`config.mk`:
```
export PLATFORM = sky130hd
export DESIGN_NAME = port_egress_buffer
export DESIGN_NICKNAME = d
export VERILOG_FILES = /design/src/rtl/switch_pkg.sv /design/src/rtl/egress_fifo.sv /design/src/rtl/port_egress_buffer.sv
export SDC_FILE = /design/constraint.sdc
export NUM_CORES = 1
export LEC_CHECK = 0
export BUFFER_PORTS_ARGS = -buffer_cell sky130_fd_sc_hd__buf_2
export CAP_MARGIN = 20
export CORE_UTILIZATION = 60
export CTS_BUF_LIST = sky130_fd_sc_hd__clkbuf_4 sky130_fd_sc_hd__clkbuf_8
export DETAILED_ROUTE_END_ITERATION = 7
export PLACE_DENSITY = 0.81
export SLEW_MARGIN = 20
export SYNTH_ARGS = -nofsm -noshare
export SYNTH_HDL_FRONTEND = slang
export SYNTH_SLANG_ARGS = --single-unit
export TNS_END_PERCENT = 100
```
`constraint.sdc`:
```
create_clock -name clk -period 4.6 [get_ports clk]
set_input_delay 0 -clock clk [delete_from_list [all_inputs] [get_ports clk]]
set_output_delay 0 -clock clk [all_outputs]
set_load 0.01 [all_outputs]
```
`src/rtl/switch_pkg.sv`:
```
// Shared types for the switch egress path: packet record, egress FSM states
// and a one-hot helper used by the legality check.
package switch_pkg;

    localparam int NUM_PORTS = 4;

    typedef struct packed {
        logic [3:0] src;
        logic [3:0] tgt;
        logic [7:0] dat;
    } pkt_t;

    typedef enum logic [1:0] {
        ST_EMPTY  = 2'd0,
        ST_ACTIVE = 2'd1,
        ST_FULL   = 2'd2
    } egress_state_e;

    function automatic logic is_onehot4(input logic [3:0] v);
        return (v != 4'd0) && ((v & (v - 4'd1)) == 4'd0);
    endfunction

endpackage

```
`src/rtl/egress_fifo.sv`:
```
// Packet storage for one egress port: first-word fall-through FIFO whose head
// entry is readable combinationally from the read pointer.
module egress_fifo #(
    parameter int DEPTH = 8,
    localparam int PW   = $clog2(DEPTH),
    localparam int LW   = PW + 1
) (
    input  logic          clk,
    input  logic          rst_n,
    input  logic          push,
    input  logic          pop,
    input  logic [15:0]   din,
    output logic [15:0]   dout,
    output logic          full,
    output logic          empty,
    output logic [LW-1:0] level
);

    logic [15:0]   mem_q [DEPTH];
    logic [PW-1:0] wr_ptr_q, rd_ptr_q;
    logic [LW-1:0] level_q;

    // Power-of-two depth lets the pointers wrap by plain overflow.
    always_ff @(posedge clk) begin
        if (!rst_n) begin
            wr_ptr_q <= '0;
            rd_ptr_q <= '0;
            level_q  <= '0;
        end else begin
            if (push) wr_ptr_q <= wr_ptr_q + PW'(1);
            if (pop)  rd_ptr_q <= rd_ptr_q + PW'(1);
            if (push && !pop)      level_q <= level_q + LW'(1);
            else if (pop && !push) level_q <= level_q - LW'(1);
        end
    end

    // When full with a coincident pop, wr_ptr == rd_ptr: the head is consumed
    // at this edge, so overwriting its slot is safe.
    always_ff @(posedge clk) begin
        if (rst_n && push) mem_q[wr_ptr_q] <= din;
    end

    assign dout  = mem_q[rd_ptr_q];
    assign level = level_q;
    assign full  = (level_q == LW'(DEPTH));
    assign empty = (level_q == '0);

endmodule

```
`src/rtl/port_egress_buffer.sv`:
```
// Egress buffer for one switch output port: filters illegal packets, stores
// legal ones in arrival order and counts drops and misroutes.
module port_egress_buffer
    import switch_pkg::*;
#(
    parameter int PORT_ID = 0,
    parameter int DEPTH   = 8
) (
    input  logic        clk,
    input  logic        rst_n,
    input  logic        in_valid,
    input  logic [3:0]  in_source,
    input  logic [3:0]  in_target,
    input  logic [7:0]  in_data,
    output logic        out_valid,
    input  logic        out_ready,
    output logic [3:0]  out_source,
    output logic [3:0]  out_target,
    output logic [7:0]  out_data,
    output logic [4:0]  level,
    output logic [15:0] drop_cnt,
    output logic [15:0] misroute_cnt,
    input  logic        clr_cnt
);

    localparam int LW = $clog2(DEPTH) + 1;

    egress_state_e state_q;
    logic [15:0]   drop_cnt_q, misroute_cnt_q;
    logic          legal, misroute, store, pop, drop;
    logic          fifo_full, fifo_empty;
    logic [LW-1:0] fifo_level;
    logic [15:0]   fifo_dout;
    pkt_t          in_pkt, head;

    assign legal    = in_valid && is_onehot4(in_source) && in_target[PORT_ID] && !in_source[PORT_ID];
    assign misroute = in_valid && !legal;
    assign pop      = out_valid && out_ready && !fifo_empty;
    assign store    = legal && (!fifo_full || pop);
    assign drop     = legal && !store;

    assign in_pkt = '{src: in_source, tgt: in_target, dat: in_data};

    egress_fifo #(.DEPTH(DEPTH)) u_fifo (
        .clk   (clk),
        .rst_n (rst_n),
        .push  (store),
        .pop   (pop),
        .din   (in_pkt),
        .dout  (fifo_dout),
        .full  (fifo_full),
        .empty (fifo_empty),
        .level (fifo_level)
    );

    always_ff @(posedge clk) begin
        if (!rst_n) begin
            state_q <= ST_EMPTY;
        end else begin
            case (state_q)
                ST_EMPTY:  if (store) state_q <= ST_ACTIVE;
                ST_ACTIVE: begin
                    if (pop && !store && fifo_level == LW'(1))
                        state_q <= ST_EMPTY;
                    else if (store && !pop && fifo_level == LW'(DEPTH - 1))
                        state_q <= ST_FULL;
                end
                ST_FULL:   if (pop && !store) state_q <= ST_ACTIVE;
                default:   state_q <= ST_EMPTY;
            endcase
        end
    end

    // Drop and misroute are mutually exclusive, so at most one counter moves.
    always_ff @(posedge clk) begin
        if (!rst_n || clr_cnt) begin
            drop_cnt_q     <= '0;
            misroute_cnt_q <= '0;
        end else begin
            if (misroute && misroute_cnt_q != 16'hFFFF) misroute_cnt_q <= misroute_cnt_q + 16'd1;
            if (drop && drop_cnt_q != 16'hFFFF)         drop_cnt_q     <= drop_cnt_q + 16'd1;
        end
    end

    assign head         = pkt_t'(fifo_dout);
    assign out_valid    = (state_q != ST_EMPTY);
    assign out_source   = out_valid ? head.src : 4'd0;
    assign out_target   = out_valid ? head.tgt : 4'd0;
    assign out_data     = out_valid ? head.dat : 8'd0;
    assign level        = 5'(fifo_level);
    assign drop_cnt     = drop_cnt_q;
    assign misroute_cnt = misroute_cnt_q;

endmodule

```
==> summary.txt, run 1 <==
Routing
  • Initial DRC Count: 320
  • Avg WL per Cell: 18.81 um
  • TritonRoute pass-1 iters: 5
  • Via count: 4528
  • Post-route DRC: 0
  • Via/cell ratio: 6.037
  • Post-DRT Antenna Nets: 0
  • DRT Wirelength: 14110 um

Synthesis
  • Yosys Warn Count: 0
  • Synth Flop Type: edfxtp_1
  • Xor/xnor cell area share of the yosys netlist: 0.01673
  • Synth area leader: edfxtp_1
  • Cell variety after synth: 58
  • Simple logic cell fraction of the synthesized area: 0.1000
  • Synth cell count leaders: edfxtp_1, dfxtp_1, nor2_1, mux4_2, mux2i_1
  • Syn_nets: 517
  • Synth Cell Area: 7331 um^2
  • Cells after Synth: 489
  • Largest family of logic cells by synthesized area: multiplexers
  • Seq cells post-synth: 175
  • Post-synth EDFFs: 128
  • Mux contribution to synthesized area: 0.1311
  • Top cells by area, synth: edfxtp_1, dfxtp_1, mux4_2
  • Post-synth top area share: 0.5243
  • Area share of fa/ha/maj cells after synthesis: 0.01195
  • FFs w/ async S/R, synth: 0
  • Syn Area/Cell: 14.99 um^2
  • Post-synthesis sequential area ratio: 0.6527
  • Compound-Gate Fraction of Synth Area: 0.06503
  • Most common cell in the netlist: edfxtp_1

Worst setup path
  • CP startpoint kind: flop
  • Slowest cell on the critical path: nor3_4
  • R2R Path Start: u_fifo.level[0]
  • Max Fanout on Critical Path: 16
  • Reg2Reg Setup Slack: 1830 ps
  • Crit-path leading delay family: simple AND/OR/NAND/NOR gates
  • Largest stage delay, worst path: 830 ps
  • Worst setup path start: u_fifo.level[0]
  • Endpoint type of the worst setup path: flop
  • Critical path type: reg -> reg
  • CP endpoint: u_fifo.mem_q[3][3]
  • Crit path required time: 4690 ps
  • Critical path buffers and inverters: 1
  • Reg2reg end: u_fifo.mem_q[3][3]
  • Stages on worst setup path: 5
  • Reg2reg path depth: 5
  • Crit-path cells: inv_1 > ha_1 > and4b_4 > or3_1 > nor3_4
  • Worst EP arrival: 2850 ps

STA
  • Fin. Hold Viols: 0
  • Max_slew headroom: 0.2723
  • Final max-slew violation count: 0
  • Post-Route Setup TNS: 0 ps
  • Final hold slack: 52.69 ps
  • Worst Clk Skew: 6.757 ps
  • F_max: 0.3614 GHz
  • Worst-Margin Slew: 1090 ps
  • Final cycle utilization of the critical path: 0.6015
  • Setup violators final: 0
  • RSZ-0062 raised after global routing: false
  • Final worst slack: 1833 ps
  • Min Tclk post-route: 2767 ps

Clocking
  • CTS buffer count: 17
  • Max H-tree Level: 4
  • Clock Sinks: 175
  • Post-CTS setup buffer count: 0
  • CTS tree: built
  • Clock transition at the registers of the reported paths: 90 ps
  • Longest Clk Path Bufs: 2
  • CTS resizes: 0
  • Skew-Pair Late Insertion Delay: 460 ps
  • CTS root buffer: clkbuf_8
  • Post-cts hold buffer count: 18

Final layout
  • Area Growth Syn to Fin: 15.79%
  • Layout cells sized above 1: 0.2852
  • Layout fillers: 771
  • Register area: 4787 um^2
  • # diodes: 0
  • Fin nets: 619
  • Area of the multi-input gates: 2430 um^2
  • Layout Cells excl Fill: 750
  • Final instance area: 8488 um^2

Power
  • VDD IR-drop max: 0.0002058 V
  • Leakage power: 2.910 nW
  • P per Cell Area: 333.0 nW/um^2

Floorplanning
  • Core area: 11960 um^2
  • Starting Density: 0.6129
  • IO Pins: 75
  • Die Wd: 112.5 um
  • Die Y-Extent: 112.5 um
  • Die area: 12660 um^2
  • Row count: 40

Global routing
  • Total gr overflow: 0
  • Largest net degree at the start of global routing: 33
  • First-pass GRT wire length: 22230 um
  • Total GRT Usage: 0.2376
  • Initial antenna violation count: 0
  • Vias in the first global route: 4381

Placed design
  • I/O Buffers: 73
  • Gpl congestion: 0.7922
  • Placed instance area: 7916 um^2
  • DP Worst Slack: 1848 ps
  • Post-DP HPWL: 9041 um
  • Dpl cells: 701

Worst hold path
  • Worst min path class: in -> reg

Run status
  • Status: completed

Job
  • Max_cap viols: 0
worst min-delay path: stages:
cell	delay (ps)
buf_2	140
nand4_2	220
o41ai_1	100
worst min-delay path by stage:
stage	start	to	cells past startpoint	slack (ps)
detailed placement	in_target[3]	u_fifo.mem_q[7][11]	1	280
floorplan	in_data[0]	u_fifo.mem_q[0][0]	0	100
global route	in_valid	drop_cnt[8]	3	30
finish	in_valid	drop_cnt[8]	3	50
CTS	in_valid	drop_cnt[8]	3	8
global placement	in_target[3]	u_fifo.mem_q[7][11]	1	270
logic make-up after synthesis:
| family | after synthesis |
|---|---|
| DFF | 175 |
| and+or+nand+nor | 139 |
| AOI/OAI and AO/OA | 62 |
| muxes | 56 |
| buffers and inverters | 35 |
| xor gates and xnor gates | 14 |
| adders and majority gates | 7 |
| other | 1 |
where the power goes:
group | leakage [nW] | internal [W] | switching [W]
logic | 1.18 | 0.0000327 | 0.0000515
clock network | 0.195 | 0.000497 | 0.000552
registers | 1.53 | 0.00169 | 0.00000343
total | 2.91 | 0.00222 | 0.000607
metrics by stage:
stage	utilization	power [W]
after global placement	0.6618	0.001798
after floorplan	-	0.001765
after detailed placement	0.6618	0.001803
after global routing	0.7096	0.002920
after CTS	0.7096	0.002843
final	0.7096	0.002827
per-layer routing:
metal  global-route usage  vias up  wire length, um
li1                     -     2105                -
met1               0.3032     2269             6015
met2               0.3896      131             7119
met3              0.05292       23              700
met4               0.1156        0              271
met5                    0        -                0
flip-flops by register name (all words and copies together), names as in the netlist, named ones only:
name / cells
u_fifo.wr_ptr_q: 3
u_fifo.rd_ptr_q: 3
state_q: 2
u_fifo.level: 4
drop_cnt: 16
misroute_cnt: 16
u_fifo.mem_q: 128
area by class of cell:
cell class,instances,area share
sequential,175,0.5640
multi-input combinational,279,0.2863
timing repair buffer,104,0.07577
clock buffer,18,0.02845
tap,147,0.02167
clock inverter,13,0.01769
inverter,14,0.006191
layout by cell type (no fill, tap or decap), drive strengths merged, types with 17 or more instances in the layout:
cell / synthesis / layout
a21oi: 17 / 17
buf: 8 / 86
nand2: 19 / 19
nor2: 46 / 46
inv: 14 / 21
dlygate4sd3: 0 / 18
mux2i: 24 / 24
clkbuf: 11 / 18
dfxtp: 47 / 47
edfxtp: 128 / 128
mux4: 32 / 32
Note: power is estimated with default switching activity, not from simulation.
==> run 2: changes to the inputs <==
- clock period: 4.6 -> 2.6 ns (I/O delays scaled with it)
==> run 2 against run 1 <==
Against the previous run:
- worst setup slack lost 1600 ps
- clock-buffer cell count shrank 1
- via count grew 0.93%
- cell count grew 0.67%
- clock power grew 84%
- die area is the same
- largest cell class unchanged
- largest power group unchanged
- highest routed layer unchanged
==> summary.txt, run 2 (same netlist as run 1, synthesis figures left out) <==
Run status
  • Status: completed

Clocking
  • CTS buffer count: 17 (unchanged)
  • Clock transition at the registers of the reported paths: 90 ps (about the same)
  • Longest Clk Path Bufs: 2 (unchanged)
  • Clock Sinks: 175 (unchanged)
  • Skew-Pair Late Insertion Delay: 450 ps (about the same)
  • CTS root buffer: clkbuf_8
  • Max H-tree Level: 4 (unchanged)
  • CTS resizes: 0 (unchanged)
  • CTS tree: built

Final layout
  • Commonest non-fill, non-tap cell in the layout: edfxtp_1
  • Final Util: 0.7176 (+0.007950)
  • Area Growth Syn to Fin: 17.08%
  • # diodes: 0 (unchanged)
  • Layout cells sized above 1: 0.2911 (+0.005878)
  • Final instance area: 8583 um^2 (+1.1%)
  • Layout Cells excl Fill: 755 (+0.67%)
  • Most frequent cells in the layout: edfxtp_1, buf_2, nor2_1
  • Number of flip-flops in the largest register: 128 (unchanged)
  • Register with the most flip-flops: u_fifo.mem_q
  • Fin nets: 623 (+0.65%)

Global routing
  • Initial antenna violation count: 0 (unchanged)
  • Total gr overflow: 0 (unchanged)
  • Total GRT Usage: 0.2418 (+0.004130)
  • First-pass GRT wire length: 22830 um (+2.7%)
  • Vias in the first global route: 4492 (+2.5%)
  • Largest net degree at the start of global routing: 33 (unchanged)

Power
  • P per Cell Area: 591.2 nW/um^2 (+78%)
  • VDD IR-drop max: 0.0003804 V (+85%)
  • Leakage power: 2.944 nW (+1.2%)

STA
  • Setup violators final: 0 (unchanged)
  • Final cycle utilization of the critical path: 0.8939 (+0.2924)
  • Fin. Hold Viols: 0 (unchanged)
  • Max_slew headroom: 0.3764 (+0.1042)
  • Min Tclk post-route: 2324 ps (-442.8 ps)
  • Post-Route Setup TNS: 0 ps (unchanged)
  • RSZ-0062 raised after global routing: false
  • Worst-Margin Slew: 935.4 ps (-154.8 ps)
  • Worst Clk Skew: 8.629 ps (+1.872 ps)
  • F_max: 0.4303 GHz (+19%)
  • Final max-slew violation count: 0 (unchanged)

Routing
  • Post-DRT Antenna Nets: 0 (unchanged)
  • Via/cell ratio: 6.053 (+0.26%)
  • Avg WL per Cell: 18.89 um (+0.44%)
  • DRT Wirelength: 14260 um (+1.1%)
  • Initial DRC Count: 345 (+7.8%)
  • TritonRoute pass-1 iters: 5 (unchanged)
  • Post-route DRC: 0 (unchanged)
  • Via count: 4570 (+0.93%)

Worst setup path
  • CP startpoint kind: flop
  • Worst setup path start: u_fifo.level[1]
  • Critical path buffers and inverters: 2 (+1)
  • Endpoint type of the worst setup path: flop
  • Crit path required time: 2730 ps (-1960 ps)
  • Max Fanout on Critical Path: 16 (unchanged)
  • Critical path type: reg -> reg
  • Crit-path cells: inv_1 > ha_1 > and4b_4 > or3_1 > nor4_4 > buf_4
  • Worst EP arrival: 2460 ps (-390 ps)
  • Largest stage delay, worst path: 540 ps (-290 ps)
  • Slowest cell on the critical path: or3_1
  • Crit-path leading delay family: simple AND/OR/NAND/NOR gates
  • R2R Path Start: u_fifo.level[1]

Floorplanning
  • Die Y-Extent: 112.5 um (unchanged)
  • Die Wd: 112.5 um (unchanged)
  • Starting Density: 0.6129 (unchanged)
  • Core area: 11960 um^2 (unchanged)
  • Row count: 40 (unchanged)
  • Die area: 12660 um^2 (unchanged)
  • IO Pins: 75 (unchanged)

Worst hold path
  • Hold Crit Start: in_valid
  • Worst min path class: in -> reg

Job
  • Max_cap viols: 0 (unchanged)

Placed design
  • Placed instance area: 7979 um^2 (+0.79%)
  • Gpl congestion: 0.8223 (+3.8%)
  • I/O Buffers: 73 (unchanged)
  • Post-DP HPWL: 9142 um (+1.1%)
  • Dpl cells: 705 (+0.57%)
## run 2: changes by cell type in the layout (fill, tap and decap cells not counted), sizes merged
cell      before  now
clkinv         2    8
inv           21   15
buf           86   90
bufinv         2    3
clkbuf        18   17
clkinvlp       2    3
## run 2: per-layer routing
metal,track usage,vias to the layer above,routed length (um)
met2,0.4046,131,7209
met5,0,-,0
li1,-,2119,-
met3,0.04482,13,672
met1,0.3198,2307,6189
met4,0.08889,0,191
## run 2: worst paths after layout
path	to	slack (ps)	depth (start not counted)
setup / recovery	u_fifo.mem_q[0][9]	280	6
hold / removal	drop_cnt[8]	50	3
setup reg to reg	u_fifo.mem_q[0][9]	280	6
hold reg to reg	drop_cnt[14]	530	2
## run 2: worst reg2reg max path, delay by kind of cell (launching register included)
kind | cells | cell delay (ps)
adder cells (fa/ha/maj) | 1 | 220
buffers and inverters | 2 | 400
flip-flops | 1 | 400
AND/OR/NAND/NOR | 3 | 980
## run 2: power breakdown
| part | switching (W) | internal [W] | leakage (nW) |
|---|---|---|---|
| Clock | 0.000965 | 0.000962 | 0.204 |
| Sequential | 0.00000628 | 0.00299 | 1.53 |
| Combinational | 0.0000914 | 0.0000585 | 1.21 |
| Total | 0.00106 | 0.00401 | 2.94 |
## run 2: through the flow
step | hold WS [ps] | setup WS, ps | power (W)
after floorplan | 98.87 | -162.8 | 0.003125
after global placement | 270.4 | 398.3 | 0.003182
after detailed placement | 282.9 | 334.7 | 0.003189
after CTS | 18.06 | 312.8 | 0.005102
after global routing | 57.87 | 168.9 | 0.005218
final | 48.57 | 275.9 | 0.005075
## run 2: final cells by class
type	count	area (um^2)
inverters	14	52.55
clock buffers	17	234.0
fillers	769	3378
multi-input cells	279	2450
clock inverters	15	190.2
flip-flops and latches	175	4787
repair buffers	108	685.7
well taps	147	183.9
## run 2: timing repair
action	in CTS	in global routing
setup buffers	0	0
endpoints found under the hold margin	134	0
hold buffers	18	0
==> run 3: changes to the inputs <==
- RECOVER_POWER: not set -> 25
- TNS_END_PERCENT: 100 -> not set
==> run 3 against run 2 <==
Against the previous run:
- die area did not move
- clock-buffer cell count unchanged
- sequential cell count stayed put
- sequential power about the same
- register-to-register slack about the same
- global-route usage is the same
- highest routed layer unchanged
- design area decreased by 0.17%
- routed wire length shrank 0.60%
- combinational power is essentially flat
- critical endpoint is now u_fifo.mem_q[0][3]
==> summary.txt, run 3 (same netlist as run 1, synthesis figures left out) <==
Clocking
  • CTS root buffer: clkbuf_8
  • CTS tree: built
  • CTS buffer count: 17 (unchanged)
  • Skew-Pair Late Insertion Delay: 440 ps (about the same)
  • Clock Sinks: 175 (unchanged)
  • Clock transition at the registers of the reported paths: 90 ps (about the same)
  • CTS resizes: 0 (unchanged)
  • Longest Clk Path Bufs: 2 (unchanged)
  • Post-CTS setup buffer count: 0 (unchanged)
  • Max H-tree Level: 4 (unchanged)

Global routing
  • Grt met1 use: 0.3198 (unchanged)
  • Total gr overflow: 0 (unchanged)
  • Total GRT Usage: 0.2418 (unchanged)
  • Met3 usage in global routing: 0.04482 (unchanged)
  • First-pass GRT wire length: 22830 um (unchanged)
  • Initial antenna violation count: 0 (unchanged)
  • Met2 track demand over resource: 0.4046 (unchanged)
  • Largest net degree at the start of global routing: 33 (unchanged)
  • GRT busiest layer: met2
  • Vias in the first global route: 4492 (unchanged)

Final layout
  • # diodes: 0 (unchanged)
  • Final Util: 0.7163 (-0.001255)
  • Area Growth Syn to Fin: 16.88%
  • Register area: 4787 um^2 (unchanged)
  • Commonest non-fill, non-tap cell in the layout: edfxtp_1
  • Layout fillers: 777 (+1.0%)
  • Fin nets: 623 (unchanged)
  • Number of flip-flops in the largest register: 128 (unchanged)
  • Most frequent cells in the layout: edfxtp_1, buf_2, nor2_1
  • Register with the most flip-flops: u_fifo.mem_q
  • Layout Cells excl Fill: 755 (unchanged)
  • Layout cells sized above 1: 0.2714 (-0.01974)
  • Area of the multi-input gates: 2450 um^2 (unchanged)

Floorplanning
  • Core area: 11960 um^2 (unchanged)
  • IO Pins: 75 (unchanged)
  • Die Wd: 112.5 um (unchanged)
  • Starting Density: 0.6129 (unchanged)
  • Row count: 40 (unchanged)
  • Die area: 12660 um^2 (unchanged)
  • Die Y-Extent: 112.5 um (unchanged)

STA
  • Final max-slew violation count: 0 (unchanged)
  • Max_slew headroom: 0.3739 (-0.002544)
  • Post-Route Setup TNS: 0 ps (unchanged)
  • Worst-Margin Slew: 939.2 ps (+3.816 ps)
  • Fin. Hold Viols: 0 (unchanged)
  • Setup violators final: 0 (unchanged)
  • Final cycle utilization of the critical path: 0.9101 (+0.01621)
  • RSZ-0062 raised after global routing: false
  • Worst Clk Skew: 8.010 ps (-0.6187 ps)
  • F_max: 0.4226 GHz (-1.8%)
  • Min Tclk post-route: 2366 ps (+42.14 ps)

Routing
  • TritonRoute pass-1 iters: 5 (unchanged)
  • Post-route DRC: 0 (unchanged)
  • Post-DRT Antenna Nets: 0 (unchanged)
  • DRT Wirelength: 14180 um (-0.60%)
  • Avg WL per Cell: 18.78 um (-0.60%)
  • Initial DRC Count: 310 (-10%)
  • Via count: 4563 (-0.15%)
  • Via/cell ratio: 6.044 (-0.15%)

Power
  • Internal power: 0.004009 W (about the same)
  • VDD IR-drop max: 0.0003795 V (-0.21%)
  • Comb pwr share: 0.029 (about the same)
  • Total power: 0.005066 W (-0.18%)
  • P_sw: 0.001056 W (-0.64%)
  • Switching Fraction: 0.2085 (-0.0009674)
  • P per Cell Area: 591.2 nW/um^2 (about the same)
  • Sequential fraction of design power: 0.592 (about the same)
  • Clk pwr share: 0.379 (about the same)
  • Leakage power: 2.911 nW (-1.1%)

Placed design
  • Dpl cells: 705 (unchanged)
  • Gpl congestion: 0.8223 (unchanged)
  • Post-DP HPWL: 9142 um (unchanged)
  • I/O Buffers: 73 (unchanged)

Worst setup path
  • Largest stage delay, worst path: 540 ps (about the same)
  • Slowest cell on the critical path: or3_1
  • Endpoint type of the worst setup path: flop
  • Worst EP arrival: 2500 ps (+40 ps)
  • CP startpoint kind: input port
  • Crit-path cells: dlygate4sd3_1 > clkbuf_1 > nor3b_1 > a22oi_1 > or3_1 > nor4_4 > buf_4
  • Critical path type: in -> reg
  • Crit path required time: 2730 ps (about the same)
  • Max Fanout on Critical Path: 16 (unchanged)

Worst hold path
  • Worst min path class: in -> reg

Job
  • Max_cap viols: 0 (unchanged)

Run status
  • Status: completed
==> run 3: cell count changes in the layout (fill, tap and decap cells not counted), sizes merged <==
cell and delta:
clkbuf +12, buf -12
==> run 3: path summary, 6_finish.rpt <==
kind,start,to,slack [ps],cells past startpoint
setup reg to reg,u_fifo.level[1],u_fifo.mem_q[0][3],280,6
hold reg to reg,drop_cnt[10],drop_cnt[10],520,2
hold / removal,in_valid,drop_cnt[8],50,3
setup / recovery,in_source[0],u_fifo.mem_q[0][3],230,7
==> run 3: cell type report <==
type,instances,share of cell area
flip-flops and latches,175,0.5587
clock buffers,17,0.02731
inverters,14,0.006133
repair buffers,108,0.07827
multi-input cells,279,0.2859
clock inverters,15,0.02220
well taps,147,0.02147
==> run 3: critical path: cells and delay by family <==
kind                   cells  cell delay [ps]
and+or+nand+nor            3             1210
buffers and inverters      3             1100
AOI/OAI and AO/OA          1              190
==> run 3: power groups by stage <==
| stage | clock, W | combinational [W] | sequential, W |
|---|---|---|---|
| 4_1_cts | 0.00196 | 0.000149 | 0.00300 |
| 2_1_floorplan | 0 | 0.0000618 | 0.00306 |
| 3_5_place_dp | 0 | 0.000127 | 0.00306 |
| 3_3_place_gp | 0 | 0.000121 | 0.00306 |
| 5_1_grt | 0.00205 | 0.000161 | 0.00300 |
| 6_report | 0.00192 | 0.000147 | 0.00300 |
==> run 3: stage by stage <==
step | setup WS [ps] | instance area, um^2 | hold slack (ps)
global route | 115.3 | 8568 | 57.87
CTS | 312.8 | 8583 | 18.06
floorplan | -162.8 | 7397 | 98.87
global placement | 398.3 | 7979 | 270.4
finish | 233.7 | 8568 | 48.20
detailed placement | 334.7 | 7979 | 282.9
==> run 3: what timing repair did <==
action / in CTS / in global routing
hold buffers: 18 / 0
endpoints found under the hold margin: 134 / 0
setup endpoints to repair: 0 / 0
==> run 3: routing by layer <==
| layer | up-vias | share of wire |
|---|---|---|
| li1 | 2115 | - |
| met1 | 2296 | 0.43 |
| met2 | 139 | 0.51 |
| met3 | 13 | 0.047 |
| met4 | 0 | 0.013 |
| met5 | - | 0 |
